### config.mk
export PLATFORM = sky130hd
export DESIGN_NAME = vid_frame_sched
export DESIGN_NICKNAME = d
export VERILOG_FILES = /design/src/rtl/vid_frame_pkg.sv /design/src/rtl/frame_slot_mgr.sv /design/src/rtl/vid_frame_sched.sv
export SDC_FILE = /design/constraint.sdc
export NUM_CORES = 1
export LEC_CHECK = 0
export BUFFER_PORTS_ARGS = -buffer_cell sky130_fd_sc_hd__buf_4
export CORE_UTILIZATION = 45
export DETAILED_ROUTE_END_ITERATION = 7
export HOLD_SLACK_MARGIN = 0.08
export PLACE_DENSITY_LB_ADDON = 0.05
export SKIP_CTS_REPAIR_TIMING = 1
export SLEW_MARGIN = 25
export SYNTH_ARGS = -nofsm -noshare
export SYNTH_HDL_FRONTEND = slang
export SYNTH_SLANG_ARGS = --single-unit
### constraint.sdc
create_clock -name clk -period 2.75 [get_ports clk]
set_input_delay 0.1375 -clock clk [delete_from_list [all_inputs] [get_ports clk]]
set_output_delay 0.1375 -clock clk [all_outputs]
set_load 0.01 [all_outputs]
### src/rtl/vid_frame_pkg.sv
// Shared types for the triple-buffer frame scheduler: slot indices, arbiter
// states and requester sides.
package vid_frame_pkg;
    localparam int SLOT_CNT = 3;
    localparam int SLOT_W   = $clog2(SLOT_CNT);

    typedef logic [SLOT_W-1:0] slot_t;

    typedef enum logic [1:0] {IDLE, CMD, BUSY} state_t;
    typedef enum logic {SIDE_WR, SIDE_RD} side_t;
endpackage

### src/rtl/frame_slot_mgr.sv
// Triple-buffer slot bookkeeping: latches frame starts, rotates the slot
// permutation in IDLE and counts dropped and repeated frames.
module frame_slot_mgr
    import vid_frame_pkg::*;
(
    input  logic       clk,
    input  logic       rst,
    input  logic       i_wr_fs,
    input  logic       i_rd_fs,
    input  logic       i_idle,
    input  logic       i_wr_dirty,
    output slot_t      o_wr_slot,
    output slot_t      o_rd_slot,
    output logic       o_wr_pend,
    output logic       o_rd_pend,
    output logic [7:0] o_drop_cnt,
    output logic [7:0] o_rep_cnt
);
    slot_t      r_wr_slot, r_rd_slot, r_spare;
    logic       r_fresh, r_wr_pend, r_rd_pend;
    logic [7:0] r_drop_cnt, r_rep_cnt;

    logic  w_apply, w_fr1, w_fr2, w_drop, w_rep;
    slot_t w_wr1, w_sp1, w_rd2, w_sp2;

    assign w_apply = i_idle & (r_wr_pend | r_rd_pend);

    // Write swap is resolved first so a simultaneous read swap picks up the
    // frame that just completed.
    always_comb begin
        w_wr1  = r_wr_slot;
        w_sp1  = r_spare;
        w_fr1  = r_fresh;
        w_drop = 1'b0;
        if (r_wr_pend && i_wr_dirty) begin
            w_wr1  = r_spare;
            w_sp1  = r_wr_slot;
            w_fr1  = 1'b1;
            w_drop = r_fresh;
        end
        w_rd2 = r_rd_slot;
        w_sp2 = w_sp1;
        w_fr2 = w_fr1;
        w_rep = 1'b0;
        if (r_rd_pend) begin
            if (w_fr1) begin
                w_rd2 = w_sp1;
                w_sp2 = r_rd_slot;
                w_fr2 = 1'b0;
            end else begin
                w_rep = 1'b1;
            end
        end
    end

    always_ff @(posedge clk) begin
        if (rst) begin
            r_wr_slot  <= slot_t'(0);
            r_rd_slot  <= slot_t'(1);
            r_spare    <= slot_t'(2);
            r_fresh    <= 1'b0;
            r_wr_pend  <= 1'b0;
            r_rd_pend  <= 1'b0;
            r_drop_cnt <= '0;
            r_rep_cnt  <= '0;
        end else begin
            // A pulse landing on the consuming cycle starts a new pending frame.
            r_wr_pend <= i_wr_fs | (r_wr_pend & ~w_apply);
            r_rd_pend <= i_rd_fs | (r_rd_pend & ~w_apply);
            if (w_apply) begin
                r_wr_slot <= w_wr1;
                r_rd_slot <= w_rd2;
                r_spare   <= w_sp2;
                r_fresh   <= w_fr2;
                if (w_drop && r_drop_cnt != 8'hFF) r_drop_cnt <= r_drop_cnt + 8'd1;
                if (w_rep && r_rep_cnt != 8'hFF)   r_rep_cnt  <= r_rep_cnt + 8'd1;
            end
        end
    end

    assign o_wr_slot  = r_wr_slot;
    assign o_rd_slot  = r_rd_slot;
    assign o_wr_pend  = r_wr_pend;
    assign o_rd_pend  = r_rd_pend;
    assign o_drop_cnt = r_drop_cnt;
    assign o_rep_cnt  = r_rep_cnt;
endmodule

### src/rtl/vid_frame_sched.sv
// Triple-buffer frame scheduler and DDR burst arbiter: one command port shared
// between the write FIFO and the read FIFO, addresses derived from slot + pointer.
module vid_frame_sched
    import vid_frame_pkg::*;
#(
    parameter int          ADDR_W       = 29,
    parameter int unsigned FRAME_BASE   = 0,
    parameter int unsigned FRAME_STRIDE = 32'h0020_0000,
    parameter int unsigned FRAME_SIZE   = 1843200,
    parameter int unsigned BURST_SIZE   = 512
) (
    input  logic              clk,
    input  logic              rst,
    input  logic              i_wr_fs,
    input  logic              i_rd_fs,
    input  logic              i_wr_req,
    input  logic              i_rd_req,
    input  logic              i_rd_urgent,
    output logic              o_mem_cmd_valid,
    input  logic              i_mem_cmd_ready,
    output logic              o_mem_cmd_we,
    output logic [ADDR_W-1:0] o_mem_cmd_addr,
    input  logic              i_mem_done,
    output logic              o_wr_gnt,
    output logic              o_rd_gnt,
    output slot_t             o_wr_slot,
    output slot_t             o_rd_slot,
    output logic [7:0]        o_drop_cnt,
    output logic [7:0]        o_rep_cnt
);
    localparam int PTR_W = $clog2(FRAME_SIZE + 1);

    state_t            r_state;
    side_t             r_last;
    logic              r_cmd_valid, r_cmd_we, r_wr_gnt, r_rd_gnt;
    logic [ADDR_W-1:0] r_cmd_addr;
    logic [PTR_W-1:0]  r_wr_ptr, r_rd_ptr;
    logic              r_wr_full, r_rd_full, r_wr_dirty;

    slot_t             w_wr_slot, w_rd_slot;
    logic              w_wr_pend, w_rd_pend, w_wr_elig, w_rd_elig;
    side_t             w_pick;
    logic [PTR_W-1:0]  w_wr_nxt, w_rd_nxt;

    function automatic logic [ADDR_W-1:0] slot_addr(input slot_t s, input logic [PTR_W-1:0] p);
        return ADDR_W'(FRAME_BASE) + ADDR_W'(s) * ADDR_W'(FRAME_STRIDE) + ADDR_W'(p);
    endfunction

    frame_slot_mgr u_slot_mgr (
        .clk        (clk),
        .rst        (rst),
        .i_wr_fs    (i_wr_fs),
        .i_rd_fs    (i_rd_fs),
        .i_idle     (r_state == IDLE),
        .i_wr_dirty (r_wr_dirty),
        .o_wr_slot  (w_wr_slot),
        .o_rd_slot  (w_rd_slot),
        .o_wr_pend  (w_wr_pend),
        .o_rd_pend  (w_rd_pend),
        .o_drop_cnt (o_drop_cnt),
        .o_rep_cnt  (o_rep_cnt)
    );

    assign w_wr_elig = i_wr_req & ~r_wr_full;
    assign w_rd_elig = i_rd_req & ~r_rd_full;
    assign w_wr_nxt  = r_wr_ptr + PTR_W'(BURST_SIZE);
    assign w_rd_nxt  = r_rd_ptr + PTR_W'(BURST_SIZE);

    // Urgent read preempts; otherwise alternate against the last granted side.
    always_comb begin
        w_pick = SIDE_WR;
        if (w_rd_elig && (i_rd_urgent || !w_wr_elig || r_last == SIDE_WR))
            w_pick = SIDE_RD;
    end

    always_ff @(posedge clk) begin
        if (rst) begin
            r_state     <= IDLE;
            r_last      <= SIDE_RD;
            r_cmd_valid <= 1'b0;
            r_cmd_we    <= 1'b0;
            r_cmd_addr  <= '0;
            r_wr_gnt    <= 1'b0;
            r_rd_gnt    <= 1'b0;
            r_wr_ptr    <= '0;
            r_rd_ptr    <= '0;
            r_wr_full   <= 1'b0;
            r_rd_full   <= 1'b0;
            r_wr_dirty  <= 1'b0;
        end else begin
            case (r_state)
                IDLE: begin
                    if (w_wr_pend || w_rd_pend) begin
                        if (w_wr_pend) begin
                            r_wr_ptr   <= '0;
                            r_wr_full  <= 1'b0;
                            r_wr_dirty <= 1'b0;
                        end
                        if (w_rd_pend) begin
                            r_rd_ptr  <= '0;
                            r_rd_full <= 1'b0;
                        end
                    end else if (w_wr_elig || w_rd_elig) begin
                        r_last      <= w_pick;
                        r_cmd_valid <= 1'b1;
                        r_cmd_we    <= (w_pick == SIDE_WR);
                        r_cmd_addr  <= (w_pick == SIDE_WR) ? slot_addr(w_wr_slot, r_wr_ptr)
                                                           : slot_addr(w_rd_slot, r_rd_ptr);
                        r_state     <= CMD;
                    end
                end
                CMD: begin
                    if (i_mem_cmd_ready) begin
                        r_cmd_valid <= 1'b0;
                        r_wr_gnt    <= (r_last == SIDE_WR);
                        r_rd_gnt    <= (r_last == SIDE_RD);
                        r_state     <= BUSY;
                    end
                end
                BUSY: begin
                    if (i_mem_done) begin
                        r_wr_gnt <= 1'b0;
                        r_rd_gnt <= 1'b0;
                        if (r_last == SIDE_WR) begin
                            r_wr_dirty <= 1'b1;
                            if (w_wr_nxt == PTR_W'(FRAME_SIZE)) begin
                                r_wr_ptr  <= '0;
                                r_wr_full <= 1'b1;
                            end else begin
                                r_wr_ptr <= w_wr_nxt;
                            end
                        end else begin
                            if (w_rd_nxt == PTR_W'(FRAME_SIZE)) begin
                                r_rd_ptr  <= '0;
                                r_rd_full <= 1'b1;
                            end else begin
                                r_rd_ptr <= w_rd_nxt;
                            end
                        end
                        r_state <= IDLE;
                    end
                end
                default: r_state <= IDLE;
            endcase
        end
    end

    assign o_mem_cmd_valid = r_cmd_valid;
    assign o_mem_cmd_we    = r_cmd_we;
    assign o_mem_cmd_addr  = r_cmd_addr;
    assign o_wr_gnt        = r_wr_gnt;
    assign o_rd_gnt        = r_rd_gnt;
    assign o_wr_slot       = w_wr_slot;
    assign o_rd_slot       = w_rd_slot;
endmodule

; Yosys cells after proc, flatten, opt, wreduce, memory -nomap -nowiden
; Index checks and enable logic that the tools add are counted.
[word_totals]
in_bits = 9
register_bits = 106
wordCells = 133
output_inout_bits = 53
mem_count = 0
latch_bits = 0
mem_bits_ro = 0
ramBits = 0
[op_classes]
muxes = 51
n_shift = 0
reduce_logical = 25
order_cmp = 0
n_div = 0
n_bitwise = 14
mul = 0
n_eq_ne = 17
n_addsub = 6
[op_table]
columns = operator, n
row1 = $mux 21, 10
row2 = $pmux 21 s2, 2
row3 = $add 23x21->24, 2
row4 = $add 21x10->21 const B, 2
row5 = $eq 21x21->1 const B, 2
row6 = $mux 1, 24
row7 = $mux 24, 1
row8 = $ne 2x2->1 const B, 11
row9 = $add 8x1->8 const B, 2
row10 = $ne 8x8->1 const B, 2
row11 = $mux 2, 7
row12 = $pmux 1 s2, 6
row13 = $reduce_and 6->1, 2
row14 = $reduce_and 5->1, 2
row15 = $reduce_and 3->1, 3
row16 = $reduce_and 4->1, 2
row17 = $not 1->1, 6
row18 = $pmux 2 s3, 1
row19 = $reduce_and 2->1, 3
row20 = $reduce_bool 2->1, 3
row21 = $and 1x1->1, 5
row22 = $logic_and 1x1->1, 4
row23 = $logic_or 1x1->1, 4
row24 = $or 1x1->1, 3
row25 = 4 further kinds, 4

; Depth between registers and ports, before layout
[depth]
depth_word = 8
depth_mapped = 9

; Cells and area by module
; A second synthesis with hierarchy kept.
[hier_totals]
cells_unflattened = 483
hier_area_um2 = 3967.6
[modules_own_cells]
columns = mod, cells_each, n_inst, area_per_inst_um2
row1 = vid_frame_sched, 345, 1, 2737.6
row2 = frame_slot_mgr, 138, 1, 1229.9

; Worst setup path before layout
; OpenSTA, ideal clock, no wires.
[synth_path]
path_type = register to register
start = register r_rd_ptr[10]
end = register r_rd_ptr[11]
synth_period_minus_slack_ns = 2.265
t_arrival_ns = 2.148
setup_time_ns = 0.117
stages_incl_launch_ff = 10
required_ns = 2.633
n_path_buf = 2
setup_slack_ns = 0.485
cell_sequence = dfxtp_1 > ha_1 > clkbuf_1 > xnor2_1 > nand4_1 > a2111oi_4 > a31oi_4 > and3_1 > buf_6 > a22o_1
[synth_via]
elab_chain_len = 6
[synth_rtl]
columns = element, line_no
row1 = start: declaration, vid_frame_sched.sv:37  ; logic [PTR_W-1:0] r_wr_ptr, r_rd_ptr;
row2 = start signal: assignment, vid_frame_sched.sv:137  ; r_rd_ptr <= w_rd_nxt;
row3 = $add 21x10->21 (*), vid_frame_sched.sv:67  ; assign w_rd_nxt = r_rd_ptr + PTR_W'(BURST_SIZE);
row4 = $eq 21x21->1, vid_frame_sched.sv:133  ; if (w_rd_nxt == PTR_W'(FRAME_SIZE)) begin
row5 = $mux 21 (*), vid_frame_sched.sv:133
row6 = $mux 21 (*), vid_frame_sched.sv:124  ; if (r_last == SIDE_WR) begin
row7 = $mux 21 (*), vid_frame_sched.sv:121  ; if (i_mem_done) begin
row8 = $pmux 21 s2 (*), vid_frame_sched.sv:91  ; case (r_state)
; Every way passes the cells marked *; elsewhere a longest branch is shown, timed or not. The select of a mux whose other input is x is not followed.
; A chain may end at the register's enable or synchronous reset.

; Worst setup path after layout
[layout_path]
start = register r_rd_ptr[9]
end = register r_rd_ptr[19]
; The elaborated chain is that of the path after synthesis.

==> impl_metrics.env <==
export IMPL_syn_to_final_growth_pct=12.8
export IMPL_cpPeakStageDelay_ns=0.51
export IMPL_die_x_um=94.8
export IMPL_cp_cell_sequence="ha_1 -> xnor2_1 -> nand4_1 -> a2111oi_4 -> a31oi_4 -> and3_1 -> a22o_1"
export IMPL_finalPower_uw=2250
export IMPL_ys_async_sr_fraction_pct=0
export IMPL_r2r_start="r_rd_ptr[9]$_SDFFE_PP0P_"
export IMPL_p_leak_uw=0.00165
export IMPL_highest_layer="met4"
export IMPL_yosysUniqueCellTypes=60
export IMPL_wl_per_cell_um=14.9
export IMPL_dieArea_um2=8990
export IMPL_startpoint="r_rd_ptr[9]$_SDFFE_PP0P_"
export IMPL_post_dp_hpwl_mm=6.14
export IMPL_grt_setup_unrepaired="false"
export IMPL_globalplace_congestion=0.838
export IMPL_finalClockSkew_ns=0.00961
export IMPL_grt_pass1_wl_mm=14.8
export IMPL_root_buffer="clkbuf_8"
export IMPL_vias_per_cell=5.62
export IMPL_drt_pass1_iter_count=4
export IMPL_clock_path_buffers=2
export IMPL_worstPathRequired_ns=3.01
export IMPL_power_per_cell_area_nw_per_um2=513
export IMPL_setup_viol=0
export IMPL_path_class="register to register"
export IMPL_hold_path_startpoint="i_mem_cmd_ready"
export IMPL_timing_critical_path_from_type="register"
export IMPL_drc=0
export IMPL_rows=33
export IMPL_ir_drop_mv=0.248
export IMPL_cts_max_level=3
export IMPL_r2r_end="r_rd_ptr[19]$_SDFFE_PP0P_"
export IMPL_syn_inst=458
export IMPL_slew_violations=0
export IMPL_crit_slowest_cell="dfxtp_1"
export IMPL_synth_edf_count=0
export IMPL_antenna_found_initial=0
export IMPL_met3WireLength_um=370
export IMPL_start_util_pct=47.0
export IMPL_synth_area_um2=3880
export IMPL_yosysTopAreaCellShare_pct=37.7
export IMPL_grt_pass1_vias=3004
export IMPL_diodes=0
export IMPL_setup_tns_ns=0
export IMPL_port_buffers=46
export IMPL_fmax_mhz=390
export IMPL_worstSetupEndpointType="register"
export IMPL_wl_met1_mm=4.29
export IMPL_dr_first_iter_drc_count=146
export IMPL_arrival_ns=2.82
export IMPL_grt_overflow=0
export IMPL_numCtsBuffers=9
export IMPL_core_area_um2=8260
export IMPL_grt_max_degree=63
export IMPL_clk_latency_ns=0.36
export IMPL_cts_sinks=73
export IMPL_die_h_um=94.8
export IMPL_synth_area_top_cells="dfxtp_1 38%, mux2i_1 6.5%, nor2_1 6.4%, a211oi_1 3.7%, nand2_1 3.1%"
export IMPL_path_clk_slew_ns=0.08
export IMPL_drive_gt1_share_pct=16.7
export IMPL_finalNetCount=499
export IMPL_slew_limit_headroom_pct=53.7
export IMPL_yosysTopAreaCell="dfxtp_1"
export IMPL_synth_yosys_seq_area_share_pct=37.7
export IMPL_reg2reg_depth=7
export IMPL_syn_mean_instance_area_um2=8.47
export IMPL_wirelength_mm=8.90
export IMPL_hold_viol=0
export IMPL_vias=3348
export IMPL_tritoncts="built"
export IMPL_grtUsageTotal_pct=21.3
export IMPL_ant_nets=0
export IMPL_rrSetupSlack_ns=0.19
export IMPL_ios=62
export IMPL_synth_flop_cell="dfxtp_1"
export IMPL_yosysWarnings=0
export IMPL_hold_path_depth=4
export IMPL_whs_endpoint="r_state[0]$_SDFFE_PP0P_"
export IMPL_cap_violations=0
export IMPL_status="complete, no violations"
export IMPL_worst_slew_pin_slew_ns=0.691
export IMPL_wl_met2_mm=4.08
export IMPL_hold_path_class="input pin to register"
export IMPL_fin_crit_sh_pct=93.1
export IMPL_final_min_clock_period_ns=2.56
export IMPL_synth_seq_cells=73
export IMPL_crit_fanout=16
[state kept, by name, indices dropped and copies added, names as in the netlist, 2 cells and up]
name	cells
u_slot_mgr.o_rep_cnt	8
o_mem_cmd_addr	14
u_slot_mgr.r_spare	2
u_slot_mgr.o_rd_slot	2
u_slot_mgr.o_wr_slot	2
r_rd_ptr	12
u_slot_mgr.o_drop_cnt	8
r_state	2
r_wr_ptr	12
[cells in the final DEF, fill, tap and decap left out, types with 2 or more instances in the layout]
cell	count
a31o_2	5
xnor2_1	10
nand3_1	20
a21o_1	2
nand4b_1	2
inv_1	5
mux2i_1	25
a21oi_1	20
buf_4	49
nor2_1	65
nand2_1	32
or4_1	2
clkinvlp_4	4
nand2b_1	4
o21a_1	5
and2_1	3
nand4_1	12
a211o_1	2
mux2_2	2
nand3b_1	2
o21ai_0	9
a41oi_1	2
a31oi_1	11
clkbuf_8	9
and4_1	2
nor3_1	10
conb_1	15
or2_2	3
and3_1	7
nor2b_1	5
nor4_1	2
dfxtp_1	73
a211oi_1	19
or3_1	3
xor2_1	12
a22o_1	6
ha_1	4
dlygate4sd3_1	3
[metrics by stage]
stage | setup slack, ns | utilization (%) | hold WS [ns] | cell area [um^2] | std cells
6_report | 0.189 | 53.0 | 0.141 | 4380 | 596
5_1_grt | 0.0291 | 53.0 | 0.145 | 4380 | 596
4_1_cts | 0.216 | 52.6 | -0.0136 | 4350 | 593
3_5_place_dp | 0.236 | 50.2 | 0.355 | 4150 | 577
3_3_place_gp | 0.336 | 50.2 | 0.342 | 4150 | 577
2_1_floorplan | 0.485 | - | 0.255 | 3930 | 472
[how the worst max path moves through the flow]
stage	to	slack [ns]
after CTS	r_rd_ptr[19]$_SDFFE_PP0P_	0.22
after detailed placement	r_rd_ptr[19]$_SDFFE_PP0P_	0.24
final	r_rd_ptr[19]$_SDFFE_PP0P_	0.19
after floorplan	r_rd_ptr[11]$_SDFFE_PP0P_	0.48
after global routing	r_rd_ptr[19]$_SDFFE_PP0P_	0.03
after global placement	r_rd_ptr[17]$_SDFFE_PP0P_	0.34
[cells in the mapped netlist (2+ instances only)]
cell and instances:
nor2_1 66, buf_2 7, a31oi_1 11, nand3_1 20
ha_1 4, nand2b_1 4, mux2_2 2, nor2b_1 5
dfxtp_1 73, nand4_1 12, o21ai_0 9, and4_1 2
mux2i_1 25, buf_4 15, a21oi_1 20, clkbuf_1 21
or3_1 3, o21a_1 5, nand4b_1 2, a41oi_1 2
a21o_1 2, nand3b_1 2, inv_1 5, nor3_1 10
xnor2_1 10, buf_6 5, nor4_1 2, xor2_1 12
a22o_1 6, a31o_2 5, a211o_1 2, nand2_1 32
or4_1 2, a211oi_1 19, and3_1 7, and2_1 3
or2_2 3
[critical path, delay by kind of cell (launching register included)]
family	cells	cell delay, ns
AOI/OAI and AO/OA	3	0.88
xor gates and xnor gates	1	0.17
adders and majority gates	1	0.41
DFF	1	0.51
and+or+nand+nor	2	0.50
[cells by family after synthesis]
| logic type | share of synthesized area, % |
|---|---|
| simple gates | 23.0 |
| compound gates | 18.0 |
| flops | 37.7 |
| buf+inv | 7.87 |
| mux | 7.03 |
| xor+xnor | 4.97 |
| fa+ha+maj | 1.29 |
| other cells | 0.0967 |
[area by class of cell]
class / count / area [um^2]
fillers: 781 / 3880
multi-input cells: 345 / 2170
flip-flops and latches: 73 / 1460
repair buffers: 52 / 398
well taps: 105 / 131
clock buffers: 10 / 128
clock inverters: 6 / 68.8
inverters: 5 / 18.8
[where the power goes]
group	switching, uW	internal [uW]
registers	33.9	1100
logic	155	117
clock network	423	420
[per-layer routing]
metal / vias to the layer above / global-route usage [%]
li1: 1672 / -
met1: 1572 / 27.9
met2: 91 / 33.8
met3: 13 / 3.86
met4: 0 / 10.1
met5: - / 0
Power figures use the tool's default switching activity.
